**config.mk**
```make
export PLATFORM = sky130hd
export DESIGN_NAME = serial_shifter
export DESIGN_NICKNAME = d
export VERILOG_FILES = /design/src/rtl/serial_shifter_pkg.sv /design/src/rtl/serial_shifter_shift_step.sv /design/src/rtl/serial_shifter.sv
export SDC_FILE = /design/constraint.sdc
export NUM_CORES = 1
export LEC_CHECK = 0
export CORE_MARGIN = 2
export CORE_UTILIZATION = 40
export DETAILED_ROUTE_END_ITERATION = 7
export GPL_TIMING_DRIVEN = 0
export PLACE_DENSITY = 0.8
export SYNTH_ARGS = -nofsm -noshare
export SYNTH_HDL_FRONTEND = slang
export SYNTH_SLANG_ARGS = --single-unit
```
**constraint.sdc**
```tcl
create_clock -name clk -period 4.6 [get_ports clk]
set_clock_uncertainty 0.15 [all_clocks]
set_input_delay 0.92 -clock clk [delete_from_list [all_inputs] [get_ports clk]]
set_output_delay 0.92 -clock clk [all_outputs]
set_load 0.02 [all_outputs]
```
**src/rtl/serial_shifter_pkg.sv**
```systemverilog
// serial_shifter_pkg: shared widths, shift/mode codes, FSM states and step-count helper
package serial_shifter_pkg;
    localparam int FULLW      = 32;
    localparam int WIDTH      = 8;
    localparam int SHIFTCODEW = 2;
    localparam int SHMODE_W   = 2;
    localparam int SSH_CNTW   = 6;
    localparam logic [SHIFTCODEW-1:0] LSL = 2'b00;
    localparam logic [SHIFTCODEW-1:0] LSR = 2'b01;
    localparam logic [SHIFTCODEW-1:0] ASR = 2'b10;
    localparam logic [SHIFTCODEW-1:0] ROR = 2'b11;
    localparam logic [SHMODE_W-1:0] SHMODE_IMM    = 2'd0;
    localparam logic [SHMODE_W-1:0] SHMODE_REG    = 2'd1;
    localparam logic [SHMODE_W-1:0] SHMODE_ROTIMM = 2'd2;
    typedef enum logic [1:0] {
        SSH_IDLE  = 2'd0,
        SSH_SHIFT = 2'd1,
        SSH_DONE  = 2'd2
    } ssh_state_t;
    function automatic logic [SSH_CNTW-1:0] clamp(input logic [WIDTH-1:0] a, input logic [WIDTH-1:0] lim);
        return (a > lim) ? lim[SSH_CNTW-1:0] : a[SSH_CNTW-1:0];
    endfunction
    function automatic logic [SSH_CNTW-1:0] step_count(
        input logic [SHIFTCODEW-1:0] code,
        input logic [SHMODE_W-1:0]   mode,
        input logic [WIDTH-1:0]      shiftby
    );
        logic imm0;
        imm0 = (mode == SHMODE_IMM) && (shiftby == '0);
        return (code == LSL) ? clamp(shiftby, 8'd33) :
               (code == LSR) ? (imm0 ? 6'd32 : clamp(shiftby, 8'd33)) :
               (code == ASR) ? (imm0 ? 6'd32 : clamp(shiftby, 8'd32)) :
               imm0 ? 6'd1 :
               (mode == SHMODE_ROTIMM) ? {1'b0, shiftby[3:0], 1'b0} :
               (shiftby == '0) ? 6'd0 :
               (shiftby[4:0] == '0) ? 6'd32 : {1'b0, shiftby[4:0]};
    endfunction
endpackage

```
**src/rtl/serial_shifter_shift_step.sv**
```systemverilog
// shift_step: one-bit combinational shift/rotate step with carry-out
module shift_step
    import serial_shifter_pkg::*;
(
    input  logic [FULLW-1:0]      value,
    input  logic [SHIFTCODEW-1:0] code,
    input  logic                  rrx,
    input  logic                  carry_in,
    output logic [FULLW-1:0]      next_value,
    output logic                  carry_out
);
    logic fill;
    always_comb begin
        fill       = (code == ASR) ? value[FULLW-1] : (code == ROR) ? (rrx ? carry_in : value[0]) : 1'b0;
        next_value = (code == LSL) ? {value[FULLW-2:0], 1'b0} : {fill, value[FULLW-1:1]};
        carry_out  = (code == LSL) ? value[FULLW-1] : value[0];
    end
endmodule

```
**src/rtl/serial_shifter.sv**
```systemverilog
// serial_shifter: ARM shifter_operand computed one bit per cycle behind valid/ready handshakes
module serial_shifter
    import serial_shifter_pkg::*;
(
    input  logic                  clk,
    input  logic                  rst_n,
    input  logic                  in_valid,
    output logic                  in_ready,
    input  logic [FULLW-1:0]      in_rm,
    input  logic [SHIFTCODEW-1:0] in_shiftcode,
    input  logic [WIDTH-1:0]      in_shiftby,
    input  logic [SHMODE_W-1:0]   in_mode,
    input  logic                  in_carry,
    output logic                  out_valid,
    input  logic                  out_ready,
    output logic [FULLW-1:0]      out_result,
    output logic                  out_carry
);
    ssh_state_t state, state_nxt;
    logic [SSH_CNTW-1:0]   cnt, n;
    logic [SHIFTCODEW-1:0] code;
    logic                  rrx, accept, step_carry;
    logic [FULLW-1:0]      step_value;

    assign n         = step_count(in_shiftcode, in_mode, in_shiftby);
    assign in_ready  = (state == SSH_IDLE) || ((state == SSH_DONE) && out_ready);
    assign accept    = in_valid && in_ready;
    assign out_valid = (state == SSH_DONE);

    shift_step u_step (
        .value      (out_result),
        .code       (code),
        .rrx        (rrx),
        .carry_in   (out_carry),
        .next_value (step_value),
        .carry_out  (step_carry)
    );

    always_comb begin
        state_nxt = state;
        state_nxt = accept ? ((n == '0) ? SSH_DONE : SSH_SHIFT) :
                    (state == SSH_SHIFT) ? ((cnt == 6'd1) ? SSH_DONE : SSH_SHIFT) :
                    ((state == SSH_DONE) && out_ready) ? SSH_IDLE : state;
    end

    always_ff @(posedge clk) begin
        if (!rst_n) begin
            state      <= SSH_IDLE;
            cnt        <= '0;
            code       <= LSL;
            rrx        <= 1'b0;
            out_result <= '0;
            out_carry  <= 1'b0;
        end else begin
            state <= state_nxt;
            if (accept) begin
                cnt        <= n;
                code       <= in_shiftcode;
                rrx        <= (in_shiftcode == ROR) && (in_mode == SHMODE_IMM) && (in_shiftby == '0);
                out_result <= in_rm;
                out_carry  <= in_carry;
            end else if (state == SSH_SHIFT) begin
                cnt        <= cnt - 6'd1;
                out_result <= step_value;
                out_carry  <= step_carry;
            end
        end
    end
endmodule

```
# Word level (Yosys, flattened, before mapping)
# Index checks and enable logic that the tools add are counted.
totals:
  reg_bits: 44
  input_bits: 49
  out_inout_bits: 35
  elab_cells: 63
op_classes:
  addsub: 1
  order_cmp: 2
  eq_ne: 10
  mux: 27
  n_reduce_logical: 16
ops:
  columns: ["cell", "n"]
  rows:
  - ["2-to-1 mux 32 bit", 3]
  - ["2-to-1 mux 6 bit", 13]
  - ["> comparator 8 x 6 -> 1 bit, second input constant", 2]
  - ["== test 2 bit, second input constant", 6]
  - ["2-to-1 mux 2 bit", 5]
  - ["logical NOT 2 bit", 4]
  - ["logical NOT 8 bit", 1]
  - ["== test 6 x 1 -> 1 bit, second input constant", 1]
  - ["logical NOT 6 bit", 1]
  - ["2-to-1 mux 1 bit", 6]
  - ["subtractor 6 x 1 -> 6 bit, second input constant", 1]
  - ["logical AND 1 bit", 5]
  - ["logical NOT 5 bit", 1]
  - ["== test 2 x 1 -> 1 bit, second input constant", 2]
  - ["inequality test 3 bit, second input constant", 1]
  - ["nonzero test 3 bit", 1]
  - ["AND reduction 2 bit", 1]
  - ["nonzero test 2 bit", 1]
  - ["logical OR 1 bit", 1]

# Longest topological paths before layout
logic_depth:
  word_depth: 11
  ltp_mapped: 9
  depth_no_buf: 6

# Cells and area by module
# From an unflattened synthesis, not the netlist that was laid out.
hier_totals:
  hier_cells: 324
  area_unflattened_um2: 2593.7
by_module_without_submodules:
  columns: ["mod", "instances", "cells_per_inst", "area_each_um2", "seq_area_each_um2"]
  rows:
  - ["serial_shifter", 1, 284, 2158.3, 880.8]
  - ["shift_step", 1, 40, 435.4, 0.0]

# Worst setup path before layout
# No wires, ideal clock.
synth_path:
  path_type: "input to register"
  start: "in in_shiftby[4]"
  end: "reg state[1]"
  setup_ps: 115
  arrival_time_ps: 2342
  required_time_ps: 4335
  setup_slack_ps: 1994
  path_stages: 6
  path_buffers: 0
  path_cell_list: "or4_1 > a211o_1 > nor3_2 > a31o_2 > a2111oi_4 > o21a_1"
synth_between:
  elab_chain_len: 11
  elab_cells_between_ends: 19
  classes_between: "order compare (2); mux (13); reduce/logical (4)"
synth_lines:
  columns: ["element", "line_no", "source"]
  rows:
  - ["start: declaration", "serial_shifter.sv:11", "input logic [WIDTH-1:0] in_shiftby,"]
  - ["branches (longest 7 deep; another with > comparator 8 x 6 -> 1 bit)", null, null]
  - ["2-to-1 mux 6 bit *", "serial_shifter_pkg.sv:30", "return (code == LSL) ? clamp(shiftby, 8'd33) :"]
  - ["logical NOT 6 bit *", "serial_shifter.sv:41", "state_nxt = accept ? ((n == '0) ? SSH_DONE : SSH_SHIFT) :"]
  - ["2-to-1 mux 2 bit * (2 in a row)", "serial_shifter.sv:41", null]
  - ["end signal: assignment", "serial_shifter.sv:55", "state <= state_nxt;"]
  - ["end: declaration", "serial_shifter.sv:19", "ssh_state_t state, state_nxt;"]
# Every way passes the cells marked *.
# A chain may end at the register's enable or synchronous reset.

# Worst setup path in the final report
layout_path:
  start: "in out_ready"
  end: "out in_ready"
layout_between:
  elab_chain_len: 2
layout_lines:
  columns: ["element", "line_no", "source"]
  rows:
  - ["start: declaration", "serial_shifter.sv:15", "input logic out_ready,"]
  - ["logical AND 1 bit", "serial_shifter.sv:26", "assign in_ready = (state == SSH_IDLE) || ((state == SSH_DONE) && out_ready);"]
  - ["logical OR 1 bit", "serial_shifter.sv:26", null]
  - ["end: declaration", "serial_shifter.sv:8", "output logic in_ready,"]
# Every way passes these cells.

==> impl_metrics.json <==
{
  "outcome": "completed",
  "grt_usage_pct": 21.3,
  "gr-usage-met3_pct": 5.09,
  "place.detailed.hpwl_um": 6030,
  "p_int_uw": 792,
  "switchingPower_uw": 486,
  "grt_overflow": 0,
  "final_common_cell": "clkdlybuf4s50_1",
  "clockRootBuffer": "clkbuf_8",
  "drt_pass1_iterations": 4,
  "slew_headroom_pct": 65.8,
  "h-tree-depth": 2,
  "critPathKind": "input port to output pin",
  "antenna_found_initial": 0,
  "fmax_mhz": 300,
  "finalNetCount": 514,
  "worst_setup_path_start_kind": "input port",
  "p_clk_share_pct": 20.2,
  "die_w_um": 87.6,
  "worstPathArrival_ns": 2.27,
  "wire_per_inst_um": 14.7,
  "n_antenna_cell": 0,
  "cpPeakStageDelay_ns": 0.63,
  "power.share.sequential_pct": 38.3,
  "ys_seq_elements": 44,
  "min_period_ns": 3.34,
  "synth_edf_count": 0,
  "via_count": 3179,
  "ant_nets": 0,
  "hp-class": "flip-flop to flip-flop",
  "rsz0062_at_grt": "no",
  "rows": 30,
  "initial_core_util_pct": 41.1,
  "slew_viol_final": 0,
  "powerDensity_nw_per_um2": 335,
  "cts_tree": "done",
  "share_comb_of_total_power_pct": 41.5,
  "worstPathRequired_ns": 3.53,
  "clock-sinks": 44,
  "grt-busiest-layer": "met2",
  "end_kind": "output pin",
  "mappedNetlistArea_um2": 2790,
  "io-pin-count": 84,
  "fillers": 643,
  "crit_fanout": 3,
  "gr-usage-met2_pct": 34.1,
  "die_h_um": 87.6,
  "post_cts.repair.setup_buffers": 0,
  "drc": 0,
  "synth.avg_cell_area_um2": 7.45,
  "drv_cap": 0,
  "placed_area_um2": 3720,
  "crit_chain": "clkdlybuf4s50_1 > inv_2 > a21oi_1 > clkdlybuf4s50_1",
  "syn_inst": 375,
  "core_um2": 6790,
  "grt_start_max_net_pins": 14,
  "final_cell_mix": "clkdlybuf4s50_1, nand2_1, dfxtp_1",
  "seq_area_frac_synth_pct": 31.5,
  "grt_pass1_vias": 2932,
  "cpMostUsedCell": "clkdlybuf4s50_1",
  "clk_latency_ns": 0.30,
  "drive_above_1_share_pct": 4.96,
  "routabilityCongestion": 0.887,
  "p_sw_share_pct": 38.0,
  "finalSetupTns_ns": 0,
  "routed_via_density": 5.68,
  "leakagePower_uw": 0.00127,
  "fin_crit_sh_pct": 72.5,
  "die_area_um2": 7670,
  "numCtsBuffers": 5,
  "setup_viol": 0,
  "yosysUniqueCellTypes": 51,
  "worstMarginPinSlew_ns": 0.514,
  "synth_flop_cell": "dfxtp_1",
  "stdcell_area_um2": 3820,
  "clk_pin_slew_ns": 0.08,
  "ys_warn_count": 0,
  "post_cts_resized": 0,
  "slowest_stage": "clkdlybuf4s50_1",
  "syn_to_final_growth_pct": 36.6,
  "cp.buffers_inverters": 3,
  "cts.path.max_buffers": 2,
  "drt_first_iter_violations": 144,
  "async_reset_ff_share_pct": 0,
  "cts_hold_buf": 0,
  "drt_wl_total_um": 8230,
  "io_buffers": 81,
  "synth_nets": 426,
  "hold_viol": 0,
  "vdd_drop_max_uv": 161,
  "grt_use_met1_pct": 28.5,
  "grt_pass1_wl_um": 13200,
  "crit_family": "buffers and inverters"
}
-- power by group through the flow --
stage,clock network [uW],logic [uW],registers (uW)
after global routing,272,583,496
after CTS,257,528,488
after global placement,0,512,496
after floorplan,0,281,534
after detailed placement,0,526,496
final,258,531,490
-- area by class of cell --
cell class | count | area [um2] | share of cell area, %
multi-input cells | 292 | 1740 | 45.6
repair buffers | 81 | 811 | 21.2
clock buffers | 6 | 82.6 | 2.16
inverters | 6 | 22.5 | 0.590
well taps | 96 | 120 | 3.15
plain buffers | 33 | 151 | 3.97
flip-flops and latches | 44 | 881 | 23.1
clock inverters | 2 | 10.0 | 0.262
-- routing by layer --
metal  up-vias  part of all wire, %
met5         -                    0
met4         0                  1.5
met3        10                  8.1
met2       152                   46
met1      1482                   45
li1       1535                    -
-- flip-flops by register name, indices dropped and copies added (netlist names) --
name	flops
cnt	6
rrx	1
out_carry	1
out_result	32
state	2
code	2
-- cell usage after synthesis (all sizes together) (3+ instances only) --
cell type	count	area share, %
inv	6	0.81
nand2	48	6.4
nor3	11	2.7
dfxtp	44	32
a21boi	5	1.3
and3	3	0.72
nor2	40	5.4
nand3	3	0.54
buf	3	0.58
o211a	3	1.1
a21oi	34	6.1
clkbuf	29	4.4
o21ai	41	7.3
a311oi	31	9.7
nor2b	34	7.6
a221oi	3	0.94
-- metrics by stage --
stage	setup slack (ns)	cells	hold WS, ns	total power (uW)	util, %
2_1_floorplan	1.99	375	0.294	814	-
3_3_place_gp	1.26	552	0.308	1010	54.8
6_report	1.26	560	0.329	1280	56.2
5_1_grt	1.21	560	0.352	1350	56.2
4_1_cts	1.25	560	0.329	1270	56.2
3_5_place_dp	1.25	552	0.318	1020	54.8
-- path summary, 6_finish.rpt --
| path | from | endpoint | slack, ns | cells past startpoint |
|---|---|---|---|---|
| max reg2reg | state[0] | out_result[24] | 2.21 | 8 |
| min reg2reg | rrx | rrx | 0.33 | 2 |
| min | rrx | rrx | 0.33 | 2 |
| max | out_ready | in_ready | 1.26 | 4 |
-- worst min-delay path, delay by kind of cell (launching register included) --
| kind | cells | cell delay [ns] |
|---|---|---|
| compound gates | 1 | 0.06 |
| flops | 1 | 0.32 |
| simple gates | 1 | 0.05 |
-- logic make-up (layout without fill, tap and decap cells) --
family,Yosys count,after routing,synth area share (%)
DFF,44,44,31.5
muxes,2,2,0.717
and+or+nand+nor,152,152,27.2
AOI/OAI and AO/OA,132,132,32.2
adders and majority gates,2,2,0.896
xor gates and xnor gates,4,4,1.25
buffers and inverters,39,128,6.22
Note: power is estimated with default switching activity, not from simulation.
